**config.mk**
```make
export PLATFORM = sky130hd
export DESIGN_NAME = load_sequencer
export DESIGN_NICKNAME = d
export VERILOG_FILES = /design/src/rtl/load_sequencer.sv
export SDC_FILE = /design/constraint.sdc
export NUM_CORES = 1
export LEC_CHECK = 0
export BUFFER_PORTS_ARGS = -buffer_cell sky130_fd_sc_hd__buf_4
export CORE_AREA = 2 2 40 79
export CTS_BUF_LIST = sky130_fd_sc_hd__clkbuf_16
export CTS_CLUSTER_SIZE = 24
export DETAILED_ROUTE_END_ITERATION = 16
export DIE_AREA = 0 0 42 81
export PLACE_DENSITY = 0.87
export SLEW_MARGIN = 30
export SYNTH_ARGS = -nofsm -noshare
export SYNTH_HDL_FRONTEND = slang
export SYNTH_SLANG_ARGS = --single-unit
```
**constraint.sdc**
```tcl
create_clock -name clk -period 3.19 [get_ports clk]
set_clock_uncertainty 0.2 [all_clocks]
set_input_delay 0.4785 -clock clk [delete_from_list [all_inputs] [get_ports clk]]
set_output_delay 0.4785 -clock clk [all_outputs]
set_load 0.05 [all_outputs]
```
**src/rtl/load_sequencer.sv**
```systemverilog
// load_sequencer: round-robin owner of the 16-bit loader stage.
// Captures a word, holds permit for HOLD_CYCLES, then settles for GAP_CYCLES.
module load_sequencer #(
    parameter int HOLD_CYCLES = 2,
    parameter int GAP_CYCLES  = 1
) (
    input  logic        clk,
    input  logic        rst,
    input  logic        req0_valid,
    input  logic [1:16] req0_data,
    output logic        req0_ready,
    input  logic        req1_valid,
    input  logic [1:16] req1_data,
    output logic        req1_ready,
    output logic        permit,
    output logic [1:16] values,
    output logic        busy,
    output logic        grant_id,
    output logic        done
);

    localparam int MAXC = (HOLD_CYCLES > GAP_CYCLES) ? HOLD_CYCLES : GAP_CYCLES;
    localparam int CW   = $clog2(MAXC + 1);

    localparam logic [CW-1:0] HOLD_LD = CW'(HOLD_CYCLES - 1);
    localparam logic [CW-1:0] GAP_LD  = (GAP_CYCLES > 0) ? CW'(GAP_CYCLES - 1) : '0;

    typedef enum logic [1:0] {
        IDLE,
        HOLD,
        GAP
    } state_t;

    state_t        state, state_n;
    logic [CW-1:0] cnt, cnt_n;
    logic          last, last_n;
    logic          permit_n;
    logic [1:16]   values_n;
    logic          busy_n;
    logic          grant_n;
    logic          done_n;

    logic          win;
    logic          take;
    logic [1:16]   wdata;

    // Contention goes to whoever was not served last
    always_comb begin
        win = 1'b0;
        if (req0_valid && req1_valid) begin
            win = ~last;
        end else begin
            win = req1_valid;
        end
    end

    assign take       = (state == IDLE) && !rst && (req0_valid || req1_valid);
    assign req0_ready = take && !win;
    assign req1_ready = take && win;
    assign wdata      = win ? req1_data : req0_data;

    always_comb begin
        state_n  = state;
        cnt_n    = cnt;
        last_n   = last;
        permit_n = permit;
        values_n = values;
        busy_n   = busy;
        grant_n  = grant_id;
        done_n   = 1'b0;
        unique case (state)
            IDLE: begin
                if (take) begin
                    values_n = wdata;
                    grant_n  = win;
                    last_n   = win;
                    permit_n = 1'b1;
                    busy_n   = 1'b1;
                    cnt_n    = HOLD_LD;
                    state_n  = HOLD;
                end
            end
            HOLD: begin
                if (cnt == '0) begin
                    permit_n = 1'b0;
                    if (GAP_CYCLES > 0) begin
                        cnt_n   = GAP_LD;
                        state_n = GAP;
                    end else begin
                        busy_n  = 1'b0;
                        done_n  = 1'b1;
                        state_n = IDLE;
                    end
                end else begin
                    cnt_n = cnt - CW'(1);
                end
            end
            GAP: begin
                if (cnt == '0) begin
                    busy_n  = 1'b0;
                    done_n  = 1'b1;
                    state_n = IDLE;
                end else begin
                    cnt_n = cnt - CW'(1);
                end
            end
            default: begin
                state_n = IDLE;
            end
        endcase
    end

    always_ff @(posedge clk) begin
        if (rst) begin
            state    <= IDLE;
            cnt      <= '0;
            last     <= 1'b1;
            permit   <= 1'b0;
            values   <= '0;
            busy     <= 1'b0;
            grant_id <= 1'b0;
            done     <= 1'b0;
        end else begin
            state    <= state_n;
            cnt      <= cnt_n;
            last     <= last_n;
            permit   <= permit_n;
            values   <= values_n;
            busy     <= busy_n;
            grant_id <= grant_n;
            done     <= done_n;
        end
    end

endmodule

```
==> results.cfg, run 1 <==
[global_route]
met2_usage_pct = 36.6
grtUsageMet3_pct = 4.67
gr-max-usage-layer = met2
grtUsageMet1_pct = 24.8
grt_use_total_pct = 21.4
grt_pass1_wl_um = 5820
antenna_found_initial = 0
grt_max_degree = 33
overflow = 0
grt_pass1_vias = 1401

[sta]
setup_tns_ps = 0
maxSlewHeadroom_pct = 42.0
tightest_slew_ps = 866
fin_hold_ws_ps = 258
setup_viol = 0
fmax_ghz = 0.383
fin_crit_ps = 2610
slew_violations = 0
rsz0062_at_grt = false
period_share_pct = 81.9
finalHoldViolCount = 0

[synth]
ys_ff_latch = 25
synth_area_mm2 = 0.00136
ys_warn_count = 0
yosysUniqueCellTypes = 34
avgSynthCellArea_um2 = 8.55
ys_seq_area_share_pct = 36.8
syn_nets = 204
synthCells = 159

[layout]
multi_input_area_um2 = 752
antennaDiodeCount = 0
fin_nets = 256
final_cell_mix = buf_4, nand3_1, dfxtp_1, o21ai_0, a31oi_1
drive_gt1_share_pct = 32.9
fill_cells = 241
seqCellArea_um2 = 500
area_growth_pct = 35.2
layout.cells.most_common = buf_4

[worst_setup_path]
max_stage_delay_ps = 400
crit_path_max_fanout = 16
ff2ff_setup_slack_ps = 1080
cp_cell_sequence = inv_1 > ha_1 > and3b_1 > buf_4 > and2_4 > buf_4
cp.arrival_ps = 1930
path_common_cell = buf_4
crit_type = register to output pin
crit_path_end_kind = output pin
crit_required_ps = 2510
crit_slowest_cell = ha_1
start_kind = register

[route]
drc_errors = 0
vias_per_cell = 5.85
dr.pass1.iters = 4
drtIter0Drc = 58
wirelength_um = 3530
wire_per_inst_um = 14.7
vias = 1403
drtAntennaViolNets = 0

[cts]
cts_buffer_depth = 2
cts.repair.resized = 0
cts_tree = built
cts_root_buf = clkbuf_16
clkTransAtPathRegs_ps = 60
clkSinkCount = 25
clk_latency_ps = 260
cts_hold_buf = 0
cts_buffers = 3
postCtsSetupBuffers = 0
htreeDepth = 1

[worst_hold_path]
hold_path.class = register to register

[floorplanning]
die_h_um = 81
die-area_mm2 = 0.00340
io_pins = 58
rows = 28
start_util_pct = 47.9
die_w_um = 42
core_area_mm2 = 0.00284

[placement]
numPortBuffers = 57
hpwl_um = 2590
gp_congestion = 0.760

[outcome]
status = complete, no violations

[job]
cap_violations = 0

[power]
p_per_area_mw_per_mm2 = 660
p_leak_nw = 0.804
ir_worst_vdd_mv = 0.380
==> final cells by class <==
cell class                      count  area share [%]
Clock inverter                      1           0.272
Clock buffer                        3            4.08
Sequential cell                    25            27.2
Inverter                            5            1.02
Multi-Input combinational cell    116            40.9
Timing Repair Buffer               60            24.5
Tap cell                           30            2.04
==> report_power, final <==
group	total [W]	switching (W)	internal [W]
sequential	0.000402	0.0000350	0.000367
combinational	0.000536	0.000336	0.000200
clock	0.000275	0.000107	0.000169
==> worst paths after layout <==
check,from,endpoint,cells after the start
setup reg to reg,state[1],values[1],6
setup / recovery,state[0],req1_ready,6
hold reg to reg,grant_id,grant_id,1
hold / removal,grant_id,grant_id,1
==> per-layer routing <==
| metal | up-vias | wire (um) |
|---|---|---|
| li1 | 679 | - |
| met1 | 644 | 1490 |
| met2 | 71 | 1670 |
| met3 | 9 | 282 |
| met4 | 0 | 80 |
| met5 | - | 0 |
==> per-stage QoR <==
step                utilization [%]  cells  cell area, um^2  setup slack, ps  total power [W]
floorplan                         -    159             1360              955         0.000807
finish                         64.8    240             1840              577          0.00121
detailed placement             62.0    236             1760              892         0.000942
global placement               62.0    236             1760              977         0.000929
global route                   64.8    240             1840              442          0.00128
CTS                            64.8    240             1840              575          0.00122
==> cell usage after synthesis <==
cell type  instances  share of area (%)
nand3_1           30                 11
dfxtp_1           25                 37
a31oi_1           17                7.8
o21ai_0           17                6.3
ha_1               9                8.3
nand2b_1           7                3.2
nor2_1             6                1.7
inv_1              5                1.4
buf_2              4                1.5
buf_6              4                3.3
nand2_1            4                1.1
a21oi_1            3                1.1
and3b_1            3                1.9
clkbuf_1           3               0.83
mux2i_1            3                2.2
a211o_1            1               0.64
a21o_1             1               0.55
a221o_1            1               0.74
a221oi_2           1                1.1
a32oi_1            1               0.64
and2_1             1               0.46
and2_4             1               0.64
and3_1             1               0.46
buf_4              1               0.55
clkbuf_2           1               0.37
mux2_1             1               0.83
mux2_2             1               0.83
nor2b_1            1               0.46
nor3b_1            1               0.55
o21a_1             1               0.55
o21ba_2            1               0.74
o21bai_1           1               0.55
or2_2              1               0.46
or3_1              1               0.46
==> flip-flops by register name (all words and copies together), names as in the netlist <==
register and flops:
busy 1, cnt 2, done 1, grant_id 1
last 1, permit 1, state 2, values 16
==> critical path: cells and delay by family, from the launching register on <==
family        cells  cell delay, ps
flops             1             330
buf+inv           3             530
fa+ha+maj         1             400
simple gates      2             420
==> cell families after synthesis <==
group           Yosys count  share of synthesized area (%)
compound gates           45                           20.7
fa+ha+maj                 9                           8.28
buf+inv                  18                           7.91
flops                    25                           36.8
mux                       5                           3.86
simple gates             57                           22.4
(Power assumes the default switching activity.)
==> inputs of run 2 (changes only) <==
--- a/config.mk
+++ b/config.mk
@@ -5,13 +5,14 @@
 export SDC_FILE = /design/constraint.sdc
 export NUM_CORES = 1
 export LEC_CHECK = 0
+export ABC_AREA = 1
 export BUFFER_PORTS_ARGS = -buffer_cell sky130_fd_sc_hd__buf_4
-export CORE_AREA = 2 2 40 79
+export CORE_AREA = 2 2 43 84
 export CTS_BUF_LIST = sky130_fd_sc_hd__clkbuf_16
 export CTS_CLUSTER_SIZE = 24
 export DETAILED_ROUTE_END_ITERATION = 16
-export DIE_AREA = 0 0 42 81
-export PLACE_DENSITY = 0.87
+export DIE_AREA = 0 0 45 86
+export PLACE_DENSITY = 0.78
 export SLEW_MARGIN = 30
 export SYNTH_ARGS = -nofsm -noshare
 export SYNTH_HDL_FRONTEND = slang
==> constraint.sdc (replaced) <==
create_clock -name clk -period 2.1 [get_ports clk]
set_clock_uncertainty 0.2 [all_clocks]
set_input_delay 0.315 -clock clk [delete_from_list [all_inputs] [get_ports clk]]
set_output_delay 0.315 -clock clk [all_outputs]
set_load 0.05 [all_outputs]
==> results.cfg, run 2 <==
[outcome]
status = complete, no violations

[sta]
fmax_ghz = 0.526
setup_tns_ps = 0
tightest_slew_ps = 489
period_share_pct = 90.5
rsz0062_at_grt = false
setup_viol = 0
fin_crit_ps = 1900
slew_violations = 0
maxSlewHeadroom_pct = 67.3
finalHoldViolCount = 0

[worst_setup_path]
crit_path_max_fanout = 4
crit_type = register to output pin
cp.arrival_ps = 1390
crit_required_ps = 1580
crit_path_end_kind = output pin
start_kind = register

[layout]
largest_reg_flops = 16
layout.cells.most_common = nand2_1
fill_cells = 314
multi_input_area_um2 = 711
final_cell_mix = nand2_1, buf_4, dfxtp_1, a21oi_1, ha_1
stdcell_area_mm2 = 0.00182
fin_nets = 298
antennaDiodeCount = 0
seqCellArea_um2 = 500
drive_gt1_share_pct = 28.6
top_register = values
area_growth_pct = 40.7
largest_registers = values x16, cnt x2, state x2

[route]
wirelength_um = 3220
drc_errors = 0
dr_wl_met3_um = 181
drt-met1-wl_um = 1220
drtIter0Drc = 10
met2_length_um = 1750
vias_per_cell = 4.89
dr.max_layer_used = met4
drtAntennaViolNets = 0
wire_per_inst_um = 11.4
vias = 1383
dr.pass1.iters = 4

[floorplanning]
start_util_pct = 40.6
die_h_um = 86
rows = 29
core_area_mm2 = 0.00319
die-area_mm2 = 0.00387
die_w_um = 45
io_pins = 58

[cts]
cts.repair.resized = 0
cts_hold_buf = 0
postCtsSetupBuffers = 0
cts_root_buf = clkbuf_16
clkSinkCount = 25
clk_latency_ps = 250
cts_buffers = 3
cts_buffer_depth = 2
clkTransAtPathRegs_ps = 60
cts_tree = built
htreeDepth = 1

[synth]
ys_seq_area_share_pct = 38.6
synthCells = 194
synth_edf_count = 0
ys_warn_count = 0
synth_top_area_share_pct = 38.6
synth_ff_type = dfxtp_1
syn_nets = 239
synth_top_area_cell = dfxtp_1
avgSynthCellArea_um2 = 6.68
synth_area_mm2 = 0.00130
ys_ff_latch = 25
yosysMostFrequentCell = nand2_1
yosysUniqueCellTypes = 17
synth_common_cells = nand2_1, dfxtp_1, a21oi_1, ha_1
synthTopCellsByArea = dfxtp_1, nand2_1, a21oi_1
ys_async_sr_fraction_pct = 0

[global_route]
grt_max_degree = 23
grt_pass1_vias = 1321
grt_use_total_pct = 17.3
antenna_found_initial = 0
overflow = 0
grt_pass1_wl_um = 5150

[placement]
hpwl_um = 2480
numPortBuffers = 57
dpl-instance-area_mm2 = 0.00175
gp_congestion = 0.823

[worst_hold_path]
hold_path.class = input pin to register

[power]
report.power.total_w = 0.00142
p_per_area_mw_per_mm2 = 776
p_leak_nw = 0.940
ir_worst_vdd_mv = 0.462

[job]
cap_violations = 0
==> run 2: layout make-up <==
class	instances	area share, %
multi-input cells	152	39.0
flip-flops and latches	25	27.4
repair buffers	61	25.1
clock buffers	3	4.12
well taps	31	2.13
inverters	10	2.06
clock inverters	1	0.206
==> run 2: final timing paths <==
path	to	depth (start not counted)	slack [ps]	start
hold / removal	values[11]	5	200	req1_data[11]
setup / recovery	req0_ready	7	200	state[0]
setup reg to reg	state[1]	7	450	state[0]
hold reg to reg	values[15]	2	260	values[15]
==> run 2: per-layer routing <==
layer | GRT usage, % | up-vias
li1 | - | 718
met2 | 32.2 | 47
met5 | 0 | -
met4 | 9.36 | 0
met1 | 17.1 | 612
met3 | 2.32 | 6
==> run 2: cell families (layout without fill, tap and decap cells) <==
| logic type | Yosys count | after routing | synth area share [%] |
|---|---|---|---|
| buf+inv | 17 | 75 | 6.76 |
| simple gates | 115 | 115 | 34.6 |
| compound gates | 28 | 28 | 11.4 |
| fa+ha+maj | 9 | 9 | 8.69 |
| flops | 25 | 25 | 38.6 |
==> run 2: per-stage QoR <==
| stage | worst slack, ps | hold slack, ps | cells | util, % |
|---|---|---|---|---|
| finish | 199 | 203 | 283 | 57.1 |
| CTS | 198 | 203 | 283 | 57.1 |
| global route | 101 | 220 | 283 | 57.1 |
| global placement | 463 | 248 | 279 | 54.7 |
| detailed placement | 454 | 255 | 279 | 54.7 |
| floorplan | 153 | 229 | 194 | - |
==> run 2: critical path, cell delays in order, from the launching register on <==
cell and delay [ps]:
dfxtp_1 340, inv_1 110, ha_1 190, nand2_2 70, nor2_2 110, inv_2 50, nor2_2 70, buf_4 190
==> run 2: where the power goes <==
part	switching, W	total (W)	internal [W]
registers	0.0000285	0.000548	0.000519
clock network	0.000149	0.000403	0.000254
logic	0.000295	0.000464	0.000169
total	0.000473	0.00142	0.000942
==> inputs of run 3 (changes only) <==
--- a/config.mk
+++ b/config.mk
@@ -7,12 +7,12 @@
 export LEC_CHECK = 0
 export ABC_AREA = 1
 export BUFFER_PORTS_ARGS = -buffer_cell sky130_fd_sc_hd__buf_4
-export CORE_AREA = 2 2 43 84
+export CORE_AREA = 2 2 41 81
 export CTS_BUF_LIST = sky130_fd_sc_hd__clkbuf_16
 export CTS_CLUSTER_SIZE = 24
 export DETAILED_ROUTE_END_ITERATION = 16
-export DIE_AREA = 0 0 45 86
-export PLACE_DENSITY = 0.78
+export DIE_AREA = 0 0 43 83
+export PLACE_DENSITY = 0.81
 export SLEW_MARGIN = 30
 export SYNTH_ARGS = -nofsm -noshare
 export SYNTH_HDL_FRONTEND = slang
==> constraint.sdc (replaced) <==
create_clock -name clk -period 2 [get_ports clk]
set_clock_uncertainty 0.2 [all_clocks]
set_input_delay 0.3 -clock clk [delete_from_list [all_inputs] [get_ports clk]]
set_output_delay 0.3 -clock clk [all_outputs]
set_load 0.05 [all_outputs]
==> results.cfg, run 3 (synthesis results as in run 2) <==
[worst_setup_path]
cp_cell_sequence = inv_1 > ha_1 > nand2_2 > nor2_2 > inv_2 > nor2_2 > buf_6
crit_path_end_kind = output pin
crit_slowest_cell = dfxtp_1
path_common_cell = nor2_2
max_stage_delay_ps = 340
crit_required_ps = 1500
crit_path_max_fanout = 4
cp.arrival_ps = 1410
crit_type = register to output pin
start_kind = register

[layout]
largest_reg_flops = 16
antennaDiodeCount = 0
fin_nets = 300
final_cell_mix = nand2_1, buf_4, dfxtp_1, a21oi_1, ha_1
drive_gt1_share_pct = 29.5
layout.cells.most_common = nand2_1
area_growth_pct = 42.4
top_register = values
largest_registers = values x16, cnt x2, state x2

[sta]
slew_violations = 0
fin_crit_ps = 1910
finalHoldViolCount = 0
fmax_ghz = 0.523
layout_setup_ws_ps = 86.5
setup_tns_ps = 0
maxSlewHeadroom_pct = 78.7
fin_hold_ws_ps = 96.2
period_share_pct = 95.7
setup_viol = 0
tightest_slew_ps = 319
rsz0062_at_grt = false

[floorplanning]
core_area_mm2 = 0.00294
io_pins = 58
die_w_um = 43
die_h_um = 83
rows = 28
start_util_pct = 44.0
die-area_mm2 = 0.00357

[cts]
clk_latency_ps = 260
cts_buffer_depth = 2
clkSinkCount = 25
cts_buffers = 3
clkTransAtPathRegs_ps = 60
cts_root_buf = clkbuf_16
cts_hold_buf = 0
cts_tree = built
htreeDepth = 1

[job]
cap_violations = 0

[route]
vias_per_cell = 4.81
drtIter0Drc = 21
wirelength_um = 3080
drc_errors = 0
wire_per_inst_um = 10.9
drtAntennaViolNets = 0
vias = 1365
dr.pass1.iters = 4

[power]
ir_worst_vdd_mv = 0.568
report.power.total_w = 0.00151
p_per_area_mw_per_mm2 = 817
p_leak_nw = 0.945

[outcome]
status = complete, no violations

[global_route]
grt_pass1_vias = 1292
grt_use_total_pct = 18.2
antenna_found_initial = 0
grt_max_degree = 22
overflow = 0
grt_pass1_wl_um = 5220

[placement]
dp_slack_ps = 353
numPortBuffers = 57
hpwl_um = 2320
gp_congestion = 0.940

[worst_hold_path]
hold_path.class = input pin to register
==> run 3: critical path: cells and delay by family (launching register included) <==
kind | cells | cell delay, ps
buf+inv | 3 | 340
simple gates | 3 | 290
flops | 1 | 340
fa+ha+maj | 1 | 190
==> run 3: worst paths after layout <==
kind                  from          to  cells after the start  slack (ps)
setup / recovery  state[0]  req0_ready                      7          90
hold / removal         rst        last                      3         100
setup reg to reg  state[1]    state[1]                      6         380
hold reg to reg       last        last                      2         260
==> run 3: report_power, final <==
| group | internal [W] | total [W] | leakage (nW) | switching (W) |
|---|---|---|---|---|
| Combinational | 0.000184 | 0.000492 | 0.703 | 0.000309 |
| Sequential | 0.000545 | 0.000573 | 0.205 | 0.0000280 |
| Clock | 0.000271 | 0.000443 | 0.0371 | 0.000172 |
==> run 3: layout make-up <==
class | count | area [um^2]
Fill cell | 278 | 1100
Multi-Input combinational cell | 152 | 711
Sequential cell | 25 | 500
Timing Repair Buffer | 63 | 477
Clock buffer | 3 | 75.1
Inverter | 10 | 37.5
Tap cell | 30 | 37.5
Clock inverter | 1 | 7.51
==> run 3: stage by stage <==
stage	cells	instance area [um^2]	util (%)
detailed placement	280	1760	59.8
global route	284	1850	62.7
CTS	284	1840	62.6
global placement	280	1760	59.8
floorplan	194	1300	-
finish	284	1850	62.7
==> run 3: repair_timing <==
item                                    4_1_cts  5_1_grt
endpoints found under the hold margin         0        0
endpoints found under the setup margin        0        1
setup buffers                                 0        0
resized for setup                             0        1
==> run 3: layer usage <==
layer | track usage (%) | share of wire (%) | up-vias
met5 | 0 | 0 | -
met4 | 6.06 | 1.5 | 0
met3 | 2.39 | 4.8 | 4
met2 | 34.0 | 56 | 34
met1 | 19.8 | 37 | 607
li1 | - | - | 720
